--- src/rtl/fft_result_reader.sv ---
// fft_result_reader: unloads the 8-point FFT working RAM in natural bin order
// onto a valid/ready stream carrying the bin index and a last-bin flag.
// A single fetch/present handshake per bin gives one sample every two cycles.
// Optional build macro FFT_READER_SCALE_EN: scale each captured part by
// 1/N_POINTS with round-half-up; undefined passes RAM data through unchanged.
module fft_result_reader #(
    parameter int N_POINTS = 8,
    parameter int ADDR_W   = 3,
    parameter int DATA_W   = 24
) (
    input  logic                     clk,
    input  logic                     rst,
    input  logic                     fft_done,
    output logic                     rd_en,
    output logic [ADDR_W-1:0]        read_addr,
    input  logic signed [DATA_W-1:0] ram_re,
    input  logic signed [DATA_W-1:0] ram_im,
    output logic signed [DATA_W-1:0] dout_re,
    output logic signed [DATA_W-1:0] dout_im,
    output logic [ADDR_W-1:0]        dout_index,
    output logic                     dout_valid,
    input  logic                     dout_ready,
    output logic                     dout_last,
    output logic                     busy,
    output logic                     unload_done,
    output logic                     overrun
);

    typedef enum logic [1:0] {
        ST_IDLE    = 2'd0,
        ST_FETCH   = 2'd1,
        ST_PRESENT = 2'd2
    } state_t;

    localparam logic [ADDR_W-1:0] LAST_ADDR = ADDR_W'(N_POINTS - 1);

    state_t                   state_r;
    logic signed [DATA_W-1:0] cap_re_s;
    logic signed [DATA_W-1:0] cap_im_s;
    logic                     handshake_s;

`ifdef FFT_READER_SCALE_EN
    localparam logic signed [DATA_W:0] ROUND_HALF = (DATA_W + 1)'(2 ** (ADDR_W - 1));

    // Divide by N_POINTS with round-half-up; one guard bit keeps the add from overflowing.
    function automatic logic signed [DATA_W-1:0] scale_part(input logic signed [DATA_W-1:0] x);
        logic signed [DATA_W:0] ext;
        logic signed [DATA_W:0] sum;
        logic signed [DATA_W:0] shifted;
        ext     = {x[DATA_W-1], x};
        sum     = ext + ROUND_HALF;
        shifted = sum >>> ADDR_W;
        return DATA_W'(shifted);
    endfunction

    assign cap_re_s = scale_part(ram_re);
    assign cap_im_s = scale_part(ram_im);
`else
    assign cap_re_s = ram_re;
    assign cap_im_s = ram_im;
`endif

    assign handshake_s = dout_valid & dout_ready;

    // Unload FSM: walks bins 0..N-1, one RAM fetch and one output handshake per bin.
    always_ff @(posedge clk or negedge rst) begin
        if (!rst) begin
            state_r     <= ST_IDLE;
            rd_en       <= 1'b0;
            read_addr   <= '0;
            dout_re     <= '0;
            dout_im     <= '0;
            dout_index  <= '0;
            dout_valid  <= 1'b0;
            dout_last   <= 1'b0;
            busy        <= 1'b0;
            unload_done <= 1'b0;
            overrun     <= 1'b0;
        end else begin
            unload_done <= 1'b0;

            // A completion pulse while an unload is active is dropped, never queued.
            if (fft_done && (state_r != ST_IDLE)) begin
                overrun <= 1'b1;
            end else begin
                overrun <= overrun;
            end

            case (state_r)
                ST_IDLE: begin
                    if (fft_done) begin
                        read_addr <= '0;
                        rd_en     <= 1'b1;
                        busy      <= 1'b1;
                        state_r   <= ST_FETCH;
                    end else begin
                        state_r   <= ST_IDLE;
                    end
                end

                ST_FETCH: begin
                    // RAM captured read_addr on the falling edge of this cycle.
                    dout_re    <= cap_re_s;
                    dout_im    <= cap_im_s;
                    dout_index <= read_addr;
                    dout_valid <= 1'b1;
                    dout_last  <= (read_addr == LAST_ADDR);
                    rd_en      <= 1'b0;
                    state_r    <= ST_PRESENT;
                end

                ST_PRESENT: begin
                    if (handshake_s && !dout_last) begin
                        dout_valid <= 1'b0;
                        read_addr  <= read_addr + ADDR_W'(1);
                        rd_en      <= 1'b1;
                        state_r    <= ST_FETCH;
                    end else if (handshake_s) begin
                        dout_valid  <= 1'b0;
                        dout_last   <= 1'b0;
                        unload_done <= 1'b1;
                        read_addr   <= '0;
                        busy        <= 1'b0;
                        state_r     <= ST_IDLE;
                    end else begin
                        state_r     <= ST_PRESENT;
                    end
                end

                default: begin
                    rd_en      <= 1'b0;
                    read_addr  <= '0;
                    dout_valid <= 1'b0;
                    dout_last  <= 1'b0;
                    busy       <= 1'b0;
                    state_r    <= ST_IDLE;
                end
            endcase
        end
    end

endmodule

--- config.mk ---
export PLATFORM = sky130hd
export DESIGN_NAME = fft_result_reader
export DESIGN_NICKNAME = d
export VERILOG_FILES = /design/src/rtl/fft_result_reader.sv
export SDC_FILE = /design/constraint.sdc
export NUM_CORES = 1
export LEC_CHECK = 0
export CAP_MARGIN = 20
export CORE_ASPECT_RATIO = 0.9
export CORE_MARGIN = 5
export CORE_UTILIZATION = 47
export CTS_BUF_LIST = sky130_fd_sc_hd__clkbuf_4 sky130_fd_sc_hd__clkbuf_8
export DETAILED_ROUTE_END_ITERATION = 10
export GPL_TIMING_DRIVEN = 0
export PLACE_DENSITY = 0.93
export SLEW_MARGIN = 20
export SYNTH_ARGS = -nofsm -noshare
export SYNTH_HDL_FRONTEND = slang
export SYNTH_SLANG_ARGS = --single-unit
--- constraint.sdc ---
create_clock -name clk -period 3.73 [get_ports clk]
set_input_delay 0.5595 -clock clk [delete_from_list [all_inputs] [get_ports clk]]
set_output_delay 0.5595 -clock clk [all_outputs]
set_load 0.05 [all_outputs]
==> results.rst, run 1 <==
.. list-table::
   :header-rows: 1

   * - Metric
     - Value
   * - Internal power
     - 2410 µW
   * - Library cell occupying the most area in the post-synthesis netlist
     - sky130_fd_sc_hd__dfrtp_1
   * - Final HPWL from detailed placement
     - 4460 µm
   * - Wirelength, routed
     - 5880 µm
   * - Final Skew
     - 5.91 ps
   * - Xor and xnor fraction of the mapped netlist area
     - 0%
   * - Die width
     - 88.7 µm
   * - Number of antenna diodes
     - 0
   * - Post-placement cell area
     - 3830 µm²
   * - Fill count
     - 363
   * - Main area contributors after synthesis
     - sky130_fd_sc_hd__dfrtp_1 59%, sky130_fd_sc_hd__mux2_4 28%, sky130_fd_sc_hd__buf_12 3.8%, sky130_fd_sc_hd__mux2_2 1.3%, sky130_fd_sc_hd__ha_1 0.96%
   * - Reg-to-reg critical path startpoint
     - state_r[1]
   * - Total clock buffers created by CTS
     - 9
   * - Antenna violations before repair
     - 0
   * - Fraction of the mapped netlist area in compound gates
     - 3.63%
   * - Basic-gate share of the synthesized area counting and, or, nand and nor cells
     - 2.68%
   * - Setup repair after global routing missed its margin
     - false
   * - Adder-cell share of the synthesized area
     - 0.956%
   * - Largest incremental delay on the critical path
     - 840 ps
   * - Global Route Usage Sum
     - 17.6%
   * - Number of design-rule violations left by the first detailed-router iteration
     - 41
   * - Summed area of non-filler cells in the final layout
     - 3990 µm²
   * - Clock root cell
     - sky130_fd_sc_hd__clkbuf_8
   * - Family with the most delay on the worst path
     - buffers and inverters
   * - Finish-stage setup viols
     - 0
   * - Measured slew at the worst slew-check pin
     - 535 ps
   * - Synthesis-stage register bit count
     - 62
   * - Syn Std Cell Area
     - 2620 µm²
   * - P per Cell Area
     - 1080 nW/µm²
   * - Max VDD drop
     - 633 µV
   * - Buffers inserted by post-CTS timing repair
     - 0
   * - Fraction of power spent switching nets
     - 44.4%
   * - P&R area growth vs syn
     - 52.5%
   * - Number of iterations in the first detailed-routing pass
     - 4
   * - Detail Route Antenna Nets
     - 0
   * - Min Tclk post-route
     - 2180 ps
   * - Initial Util
     - 49.2%
   * - Core Area
     - 5320 µm²
   * - Worst Path Max Fanout
     - 7
   * - Drt wl/cell
     - 17.3 µm
   * - Maximum clock path buffer count
     - 2
   * - HP Class
     - primary input to asynchronous set/reset pin
   * - Final setup TNS
     - 0 ps
   * - Max-capacitance violation count
     - 0
   * - Number of remaining DRC errors
     - 0
   * - Area occupied by registers
     - 1550 µm²
   * - Fraction of final layout cells sized beyond drive strength 1
     - 27.4%
   * - CTS Hold Bufs
     - 0
   * - Weighted congestion at the end of routability-driven global placement
     - 0.728
   * - Power share of the combinational group
     - 61.4%
   * - Critical path type
     - flip-flop to output port
   * - Buffering stage count on the worst path with inverters included
     - 1
   * - Pin count of the biggest net entering global routing
     - 35
   * - CTS resizes
     - 0
   * - Ordered list of cells on the worst path
     - clkdlybuf4s50_1
   * - Tcrit/Tclk final
     - 58.3%
   * - Result of the run
     - finished clean
   * - H-Tree Level Count
     - 3
   * - Clock group share of total power
     - 11.4%
   * - TritonCTS clock tree
     - built
   * - Utilization after layout
     - 75.1%
   * - Mean area per synthesized cell
     - 17.6 µm²
   * - Number of buffer cells added on primary ports
     - 111
   * - Net count after synthesis
     - 203
   * - Number of vias per cell after detailed routing
     - 4.89
   * - Number of global-route vias before repair
     - 1,873
   * - Largest family of logic cells by synthesized area
     - multiplexers
   * - Worst setup SP type
     - flip-flop
   * - Clock sink count
     - 62
   * - Final total power
     - 4330 µW
   * - Mux cell area share after synthesis
     - 28.8%
   * - Chip Height
     - 80.8 µm
   * - Total vias in the final route
     - 1,668
   * - Sequential cell fraction of total power
     - 27.2%
   * - Arrival @ worst endpoint
     - 1620 ps
   * - Nature of the critical path endpoint
     - output port
   * - Final-layout worst hold slack
     - 146 ps
   * - Static Leak
     - 0.00176 µW
   * - Number of standard cells after synthesis
     - 149
   * - Placement Rows
     - 25
   * - Number of distinct library cell variants in the gate-level netlist after synthesis
     - 27
   * - Relative max-transition margin
     - 64.2%
   * - Clock insertion delay at the later pin of the skew report
     - 330 ps
   * - Max-slew violation total from the final report
     - 0
   * - Crit-path slowest cell
     - sky130_fd_sc_hd__clkdlybuf4s50_1
   * - Nets
     - 326
   * - Fin. Hold Viols
     - 0
   * - GR Overflow Total
     - 0
   * - Total number of yosys warnings
     - 0
   * - Setup crit start
     - dout_last
   * - Count of boundary I/O pins
     - 112
   * - FMAX
     - 460 MHz
   * - Portion of the post-synthesis area used by sequential elements
     - 59.2%
   * - Clock-pin slew on the worst setup and hold paths
     - 60 ps
   * - Net switching power of the design
     - 1920 µW
   * - Commonest non-fill, non-tap cells in the layout
     - 110 x sky130_fd_sc_hd__clkdlybuf4s50_1, 62 x sky130_fd_sc_hd__dfrtp_1, 48 x sky130_fd_sc_hd__mux2_4
   * - Leading cell type in the layout, fill and taps excluded
     - sky130_fd_sc_hd__clkdlybuf4s50_1
   * - Area of the die
     - 7170 µm²
   * - Top-area cell type share of the netlist area
     - 59.2%
   * - Multi-input logic area
     - 945 µm²
   * - Data required, critical path
     - 3170 ps
   * - Global-route wire length before repair
     - 9380 µm
registers in the layout, indices dropped and copies added, names as in the netlist:
name	count
rd_en	1
overrun	1
dout_last	1
dout_re	24
dout_im	24
unload_done	1
state_r	2
busy	1
dout_index	3
read_addr	3
dout_valid	1
final cells by class:
type / count / share of cell area, %
flip-flops and latches: 62 / 38.9
repair buffers: 112 / 28.3
multi-input cells: 78 / 23.7
clock buffers: 11 / 3.79
plain buffers: 7 / 2.88
well taps: 67 / 2.10
clock inverters: 2 / 0.251
inverters: 2 / 0.188
cell usage after synthesis:
cell and count:
sky130_fd_sc_hd__dfrtp_1 62, sky130_fd_sc_hd__mux2_4 48, sky130_fd_sc_hd__buf_12 5, sky130_fd_sc_hd__mux2_2 3, sky130_fd_sc_hd__o21ai_0 3, sky130_fd_sc_hd__a21oi_1 2, sky130_fd_sc_hd__a32o_1 2, sky130_fd_sc_hd__ha_1 2
sky130_fd_sc_hd__inv_1 2, sky130_fd_sc_hd__nand2_1 2, sky130_fd_sc_hd__nand3_1 2, sky130_fd_sc_hd__a21o_2 1, sky130_fd_sc_hd__a22oi_1 1, sky130_fd_sc_hd__a2bb2oi_1 1, sky130_fd_sc_hd__a31o_2 1, sky130_fd_sc_hd__buf_6 1
sky130_fd_sc_hd__clkbuf_1 1, sky130_fd_sc_hd__nand2b_1 1, sky130_fd_sc_hd__nand3b_1 1, sky130_fd_sc_hd__nor2_1 1, sky130_fd_sc_hd__nor2b_2 1, sky130_fd_sc_hd__nor3_1 1, sky130_fd_sc_hd__nor3b_1 1, sky130_fd_sc_hd__nor4_1 1
sky130_fd_sc_hd__o21a_1 1, sky130_fd_sc_hd__o2bb2ai_1 1, sky130_fd_sc_hd__or2b_1 1
power by group through the flow:
stage	logic [µW]	registers, µW	clock network (µW)
final	2660	1180	496
after CTS	2690	1180	513
after global placement	2640	1160	0
after floorplan	836	2200	0
after detailed placement	2680	1180	0
after global routing	2760	1220	546
layer usage:
layer,routed length (µm),part of all wire [%],vias to the layer above,global-route usage (%)
met5,0,0,-,0
met4,46,0.78,0,4.98
met3,511,8.7,6,7.71
met2,2890,49,66,28.6
met1,2440,41,823,21.5
li1,-,-,773,-
stage by stage:
stage	worst slack [ps]	std cells
final	1550	341
after global routing	1490	341
after CTS	1530	341
after detailed placement	1890	328
after global placement	157	327
after floorplan	2290	149
logic make-up after synthesis:
group,count (synthesis)
AO/OA/AOI/OAI,13
AND/OR/NAND/NOR,12
flip-flops,62
buffers and inverters,9
multiplexers,51
adder cells (fa/ha/maj),2
path summary, 6_finish.rpt:
kind	endpoint	slack [ps]	cells after the start
min in group clk	overrun	470	1
worst max-delay path	dout_last	1550	1
worst min register to register	overrun	470	1
worst max register to register	dout_re[10]	2360	4
max in group asynchronous	dout_re[9]	3090	2
worst min-delay path	overrun	150	1
Power figures use the tool's default switching activity.
==> run 2, diff against run 1 <==
Settings changed: CORE_UTILIZATION 47 to 39, PLACE_DENSITY 0.93 to 0.83.
Clock period 3.73 ns to 1.9 ns, I/O delays scaled along.
==> run 2 against run 1 <==
  * Global-route usage fell by 2.9 points
  * Wire length fell by 0.32%
  * Clock-buffer cell count rose by 2
  * Sequential share of layout area fell by 1.1 points
  * Critical endpoint is now dout_im[5]
  * Flip-flop and latch count did not move
  * Largest power group unchanged
  * Utilization fell by 12 points
  * Critical path depth did not move
==> results.rst, run 2 (synthesized netlist as in run 1, its figures left out) <==
.. list-table::
   :header-rows: 1

   * - Metric
     - Value
   * - Total vias in the final route
     - 1,676 (+0.48%)
   * - Buffering stage count on the worst path with inverters included
     - 1 (unchanged)
   * - Finish-stage setup viols
     - 0 (unchanged)
   * - Result of the run
     - finished clean
   * - Family with the most delay on the worst path
     - buffers and inverters
   * - Number of vias per cell after detailed routing
     - 4.55 (-6.9%)
   * - Worst Path Max Fanout
     - 2 (-5)
   * - Arrival @ worst endpoint
     - 1530 ps (-90 ps)
   * - Number of remaining DRC errors
     - 0 (unchanged)
   * - Area occupied by registers
     - 1550 µm² (unchanged)
   * - Wirelength, routed
     - 5860 µm (-0.32%)
   * - P per Cell Area
     - 2150 nW/µm² (+98%)
   * - Final-layout worst hold slack
     - 405 ps (+260 ps)
   * - Relative max-transition margin
     - 64.5% (+0.25 points)
   * - Clock-pin slew on the worst setup and hold paths
     - 60 ps (about the same)
   * - Multi-input logic area
     - 945 µm² (unchanged)
   * - Utilization after layout
     - 62.8% (-12 points)
   * - Fill count
     - 510 (+40%)
   * - Die width
     - 96.4 µm (+8.7%)
   * - TritonCTS clock tree
     - built
   * - Measured slew at the worst slew-check pin
     - 531 ps (-3.72 ps)
   * - Final HPWL from detailed placement
     - 4310 µm (-3.3%)
   * - Number of iterations in the first detailed-routing pass
     - 4 (unchanged)
   * - Global-route wire length before repair
     - 9350 µm (-0.30%)
   * - Weighted congestion at the end of routability-driven global placement
     - 0.791 (+8.6%)
   * - Max VDD drop
     - 956 µV (+51%)
   * - Placement Rows
     - 28 (+12%)
   * - Clock sink count
     - 62 (unchanged)
   * - Nets
     - 327 (+0.31%)
   * - Post-placement cell area
     - 3860 µm² (+0.75%)
   * - Summed area of non-filler cells in the final layout
     - 4110 µm² (+3.0%)
   * - Nature of the critical path endpoint
     - output port
   * - Ordered list of cells on the worst path
     - clkdlybuf4s50_1
   * - Leading cell type in the layout, fill and taps excluded
     - sky130_fd_sc_hd__clkdlybuf4s50_1
   * - Max-slew violation total from the final report
     - 0 (unchanged)
   * - Global Route Usage Sum
     - 14.7% (-2.9 points)
   * - HP Class
     - primary input to asynchronous set/reset pin
   * - Worst setup SP type
     - flip-flop
   * - Commonest non-fill, non-tap cells in the layout
     - 105 x sky130_fd_sc_hd__clkdlybuf4s50_1, 62 x sky130_fd_sc_hd__dfrtp_1, 48 x sky130_fd_sc_hd__mux2_4
   * - Buffers inserted by post-CTS timing repair
     - 0 (unchanged)
   * - Final setup TNS
     - 0 ps (unchanged)
   * - GR Overflow Total
     - 0 (unchanged)
   * - Drt wl/cell
     - 15.9 µm (-7.6%)
   * - Antenna violations before repair
     - 0 (unchanged)
   * - H-Tree Level Count
     - 3 (unchanged)
   * - Count of boundary I/O pins
     - 112 (unchanged)
   * - Worst setup slack for register-to-register paths
     - 520 ps (-1840 ps)
   * - FMAX
     - 550 MHz
   * - Largest incremental delay on the critical path
     - 830 ps (about the same)
   * - Crit-path slowest cell
     - sky130_fd_sc_hd__clkdlybuf4s50_1
   * - Maximum clock path buffer count
     - 2 (unchanged)
   * - Area of the die
     - 8460 µm² (+18%)
   * - Min Tclk post-route
     - 1820 ps
   * - Chip Height
     - 87.7 µm (+8.6%)
   * - Number of antenna diodes
     - 0 (unchanged)
   * - Fin. Hold Viols
     - 0 (unchanged)
   * - Max-capacitance violation count
     - 0 (unchanged)
   * - Detail Route Antenna Nets
     - 0 (unchanged)
   * - Critical path type
     - flip-flop to output port
   * - Setup repair after global routing missed its margin
     - false
   * - Number of buffer cells added on primary ports
     - 111 (unchanged)
   * - Total clock buffers created by CTS
     - 9 (unchanged)
   * - Tcrit/Tclk final
     - 95.6%
   * - Core Area
     - 6550 µm² (+23%)
   * - P&R area growth vs syn
     - 57.0%
   * - Clock root cell
     - sky130_fd_sc_hd__clkbuf_8
   * - Pin count of the biggest net entering global routing
     - 38 (+8.6%)
   * - Number of design-rule violations left by the first detailed-router iteration
     - 21 (-49%)
   * - Clock insertion delay at the later pin of the skew report
     - 330 ps (about the same)
   * - Final total power
     - 8840 µW (+100%)
   * - Data required, critical path
     - 1620 ps (-1550 ps)
   * - Number of global-route vias before repair
     - 1,826 (-2.5%)
   * - Static Leak
     - 0.00186 µW (+5.4%)
   * - Fraction of final layout cells sized beyond drive strength 1
     - 28.1% (+0.69 points)
   * - Initial Util
     - 40.0% (-9.3 points)
   * - Registers with the most flip-flops
     - dout_im: 24 flops, dout_re: 24 flops
   * - Final Skew
     - 6.53 ps (+0.626 ps)
-- run 2: changes by cell type in the layout (fill, tap and decap cells not counted) --
cell	before	now
sky130_fd_sc_hd__clkbuf_4	0	1
sky130_fd_sc_hd__clkinv_2	2	1
sky130_fd_sc_hd__dlymetal6s2s_1	0	3
sky130_fd_sc_hd__clkbuf_8	11	12
sky130_fd_sc_hd__dlygate4sd2_1	0	2
sky130_fd_sc_hd__bufinv_16	0	2
sky130_fd_sc_hd__dlygate4sd3_1	0	1
sky130_fd_sc_hd__clkdlybuf4s50_1	110	105
-- run 2: cell type report --
| cell class | count | area share (%) |
|---|---|---|
| Clock buffer | 13 | 4.20 |
| Clock inverter | 3 | 1.58 |
| Inverter | 2 | 0.183 |
| Buffer | 7 | 2.80 |
| Multi-Input combinational cell | 78 | 23.0 |
| Tap cell | 90 | 2.74 |
| Timing Repair Buffer | 113 | 27.8 |
| Sequential cell | 62 | 37.7 |
-- run 2: final timing paths --
| kind | to | cells past startpoint | start |
|---|---|---|---|
| max | dout_im[5] | 1 | dout_im[5] |
| min | dout_re[23] | 2 | rst |
| max reg2reg | dout_re[23] | 4 | state_r[1] |
| min reg2reg | overrun | 1 | overrun |
| max in group asynchronous | dout_index[1] | 3 | rst |
| min in group clk | overrun | 1 | overrun |
-- run 2: what timing repair did --
action                                  CTS  global route
hold buffers                              1             0
gates resized for setup                   2             3
endpoints found under the hold margin    25             0
endpoints found under the setup margin    2             3
gates cloned                              0             0
-- run 2: layer usage --
metal / up-vias / GRT usage [%] / part of all wire (%)
met3: 8 / 7.82 / 10
met5: - / 0 / 0
met4: 0 / 3.44 / 1.1
li1: 779 / - / -
met1: 808 / 17.8 / 43
met2: 81 / 23.4 / 46
-- run 2: power by group --
group          internal (µW)  leakage (µW)  switching [µW]
combinational           2270      0.000994            2940
sequential              1930      0.000743             358
clock                    859      0.000123             485
-- run 2: stage by stage --
stage,std cells,setup WS (ps)
after floorplan,149,459
after detailed placement,351,341
after CTS,368,3.35
final,368,82.9
after global routing,368,16.4
after global placement,350,-1430
==> run 3, diff against run 2 <==
Settings changed: PLACE_DENSITY 0.83 to 0.75.
==> run 3 against run 2 <==
  * Sequential share of layout area is 0.59 points higher
  * Critical endpoint is now busy
  * Die area did not move
  * Clock-buffer cell count decreased by 2
==> results.rst, run 3 (synthesized netlist as in run 1, its figures left out) <==
.. list-table::
   :header-rows: 1

   * - Metric
     - Value
   * - Result of the run
     - finished clean
   * - TritonCTS clock tree
     - built
   * - Global-route wire length before repair
     - 9070 µm (-3.0%)
   * - Number of design-rule violations left by the first detailed-router iteration
     - 37 (+76%)
   * - Worst setup slack for register-to-register paths
     - 540 ps (+20 ps)
   * - Crit-path slowest cell
     - sky130_fd_sc_hd__clkdlybuf4s50_1
   * - Family with the most delay on the worst path
     - buffers and inverters
   * - Clock sink count
     - 62 (unchanged)
   * - P&R area growth vs syn
     - 54.6%
   * - Buffers inserted by post-CTS timing repair
     - 0 (unchanged)
   * - Max VDD drop
     - 959 µV (+0.36%)
   * - Relative max-transition margin
     - 64.6% (+0.096 points)
   * - Global Route Usage Sum
     - 14.2% (-0.59 points)
   * - Finish-stage setup viols
     - 0 (unchanged)
   * - Worst R2R Path Depth
     - 4 (unchanged)
   * - Worst setup SP type
     - flip-flop
   * - Pin count of the biggest net entering global routing
     - 34 (-11%)
   * - Drt wl/cell
     - 15.7 µm (-1.2%)
   * - Endpoint of the worst-slack reg-to-reg timing path
     - dout_im[7]
   * - Power share of the combinational group
     - 61.2% (+2.3 points)
   * - Reg-to-reg critical path startpoint
     - state_r[1]
   * - Cell count after placement
     - 351 (unchanged)
   * - Nets
     - 327 (unchanged)
   * - Final Skew
     - 8.59 ps (+2.06 ps)
   * - Post-placement cell area
     - 3860 µm² (unchanged)
   * - Core Area
     - 6550 µm² (unchanged)
   * - Registers with the most flip-flops
     - dout_im: 24 flops, dout_re: 24 flops
   * - Ordered list of cells on the worst path
     - clkdlybuf4s50_1
   * - Antenna violations before repair
     - 0 (unchanged)
   * - Internal power
     - 4730 µW (-6.5%)
   * - Data required, critical path
     - 1620 ps (about the same)
   * - Clock insertion delay at the later pin of the skew report
     - 330 ps (about the same)
   * - GR Overflow Total
     - 0 (unchanged)
   * - Clock-pin slew on the worst setup and hold paths
     - 70 ps (about the same)
   * - Total vias in the final route
     - 1,674 (-0.12%)
   * - Total clock buffers created by CTS
     - 9 (unchanged)
   * - Fin cells
     - 367 (-0.27%)
   * - Maximum clock path buffer count
     - 2 (unchanged)
   * - Number of global-route vias before repair
     - 1,836 (+0.55%)
   * - Cell count along the critical path
     - 1 (unchanged)
   * - Timing endpoint of the critical path
     - busy
   * - Number of vias per cell after detailed routing
     - 4.56 (+0.15%)
   * - Number of remaining DRC errors
     - 0 (unchanged)
   * - Number of antenna diodes
     - 0 (unchanged)
   * - Final HPWL from detailed placement
     - 4270 µm (-1.0%)
   * - Fraction of power spent switching nets
     - 44.3% (+1.5 points)
   * - Sequential cell fraction of total power
     - 27.0% (+1.1 points)
   * - P per Cell Area
     - 2100 nW/µm² (-2.4%)
   * - FMAX
     - 557 MHz (+1.2%)
   * - Final setup TNS
     - 0 ps (unchanged)
   * - Setup repair after global routing missed its margin
     - false
   * - Number of iterations in the first detailed-routing pass
     - 4 (unchanged)
   * - Detail Route Antenna Nets
     - 0 (unchanged)
   * - Static Leak
     - 0.00183 µW (-1.7%)
   * - Measured slew at the worst slew-check pin
     - 530 ps (-1.43 ps)
   * - Area of the die
     - 8460 µm² (unchanged)
   * - Leading cell type in the layout, fill and taps excluded
     - sky130_fd_sc_hd__clkdlybuf4s50_1
   * - Max-capacitance violation count
     - 0 (unchanged)
   * - Nature of the critical path endpoint
     - output port
   * - Placement Rows
     - 28 (unchanged)
   * - Fraction of final layout cells sized beyond drive strength 1
     - 27.8% (-0.26 points)
   * - Weighted congestion at the end of routability-driven global placement
     - 0.765 (-3.3%)
   * - Arrival @ worst endpoint
     - 1510 ps (-20 ps)
   * - Min Tclk post-route
     - 1800 ps (-21.9 ps)
   * - Number of buffer cells added on primary ports
     - 111 (unchanged)
   * - Chip Height
     - 87.7 µm (unchanged)
   * - Clock root cell
     - sky130_fd_sc_hd__clkbuf_8
   * - Fin. Hold Viols
     - 0 (unchanged)
   * - Worst Path Max Fanout
     - 3 (+1)
   * - Buffering stage count on the worst path with inverters included
     - 1 (unchanged)
   * - Commonest non-fill, non-tap cells in the layout
     - 105 x sky130_fd_sc_hd__clkdlybuf4s50_1, 62 x sky130_fd_sc_hd__dfrtp_1, 48 x sky130_fd_sc_hd__mux2_4
   * - Max-slew violation total from the final report
     - 0 (unchanged)
   * - Die width
     - 96.4 µm (unchanged)
   * - Largest incremental delay on the critical path
     - 810 ps (-20 ps)
   * - Utilization after layout
     - 61.8% (-0.97 points)
   * - Initial Util
     - 40.0% (unchanged)
   * - Wirelength, routed
     - 5780 µm (-1.4%)
   * - H-Tree Level Count
     - 3 (unchanged)
   * - Net switching power of the design
     - 3760 µW (-0.44%)
   * - Setup crit start
     - busy
   * - Critical path type
     - flip-flop to output port
   * - Summed area of non-filler cells in the final layout
     - 4050 µm² (-1.6%)
   * - HP Class
     - primary input to asynchronous set/reset pin
   * - Clock group share of total power
     - 11.8% (-3.4 points)
   * - Count of boundary I/O pins
     - 112 (unchanged)
   * - Tcrit/Tclk final
     - 94.5% (-1.2 points)
run 3: changes by cell type in the layout (fill, tap and decap cells not counted):
| cell | before | now |
|---|---|---|
| sky130_fd_sc_hd__bufinv_16 | 2 | 0 |
| sky130_fd_sc_hd__clkinv_2 | 1 | 3 |
| sky130_fd_sc_hd__clkbuf_4 | 1 | 0 |
| sky130_fd_sc_hd__clkbuf_8 | 12 | 11 |
| sky130_fd_sc_hd__clkinvlp_4 | 0 | 1 |
run 3: cell type report:
cell class                      count  area (µm²)
Sequential cell                    62        1550
Tap cell                           90         113
Fill cell                         547        2500
Clock inverter                      4        22.5
Timing Repair Buffer              113        1140
Clock buffer                       11         151
Multi-Input combinational cell     78         945
Inverter                            2        7.51
Buffer                              7         115
run 3: worst min path at each step:
stage                     cells past startpoint          end  startpoint
final                                         2   dout_im[6]         rst
after detailed placement                      1  dout_re[23]         rst
after CTS                                     2  dout_im[12]         rst
after global placement                        1      overrun     overrun
after floorplan                               0         busy         rst
after global routing                          2  dout_im[14]         rst
run 3: metal layers:
| layer | routed length, µm | global-route usage, % | up-vias |
|---|---|---|---|
| met5 | 0 | 0 | - |
| met1 | 2640 | 18.5 | 818 |
| met4 | 62 | 6.37 | 0 |
| li1 | - | - | 774 |
| met2 | 2550 | 21.1 | 75 |
| met3 | 529 | 5.24 | 7 |
run 3: metrics by stage:
step           power [µW]  hold WS (ps)  setup WS [ps]
2_1_floorplan        5960         -10.6            459
3_3_place_gp         7480           456          -1450
3_5_place_dp         7560           252            325
4_1_cts              8620           432           18.0
5_1_grt              8900           467           44.1
6_report             8490           431            105
run 3: what timing repair did:
| item | in CTS | in global routing |
|---|---|---|
| gates cloned | 0 | 0 |
| endpoints found under the hold margin | 29 | 0 |
| resized for setup | 2 | 3 |
| hold buffers | 1 | 0 |
| setup endpoints to repair | 2 | 3 |
run 3: power by group through the flow:
stage               clock (µW)  combinational (µW)  sequential, µW
floorplan                    0                1640            4320
global placement             0                5200            2290
detailed placement           0                5250            2310
CTS                       1050                5270            2300
global route              1110                5400            2380
finish                    1000                5200            2290
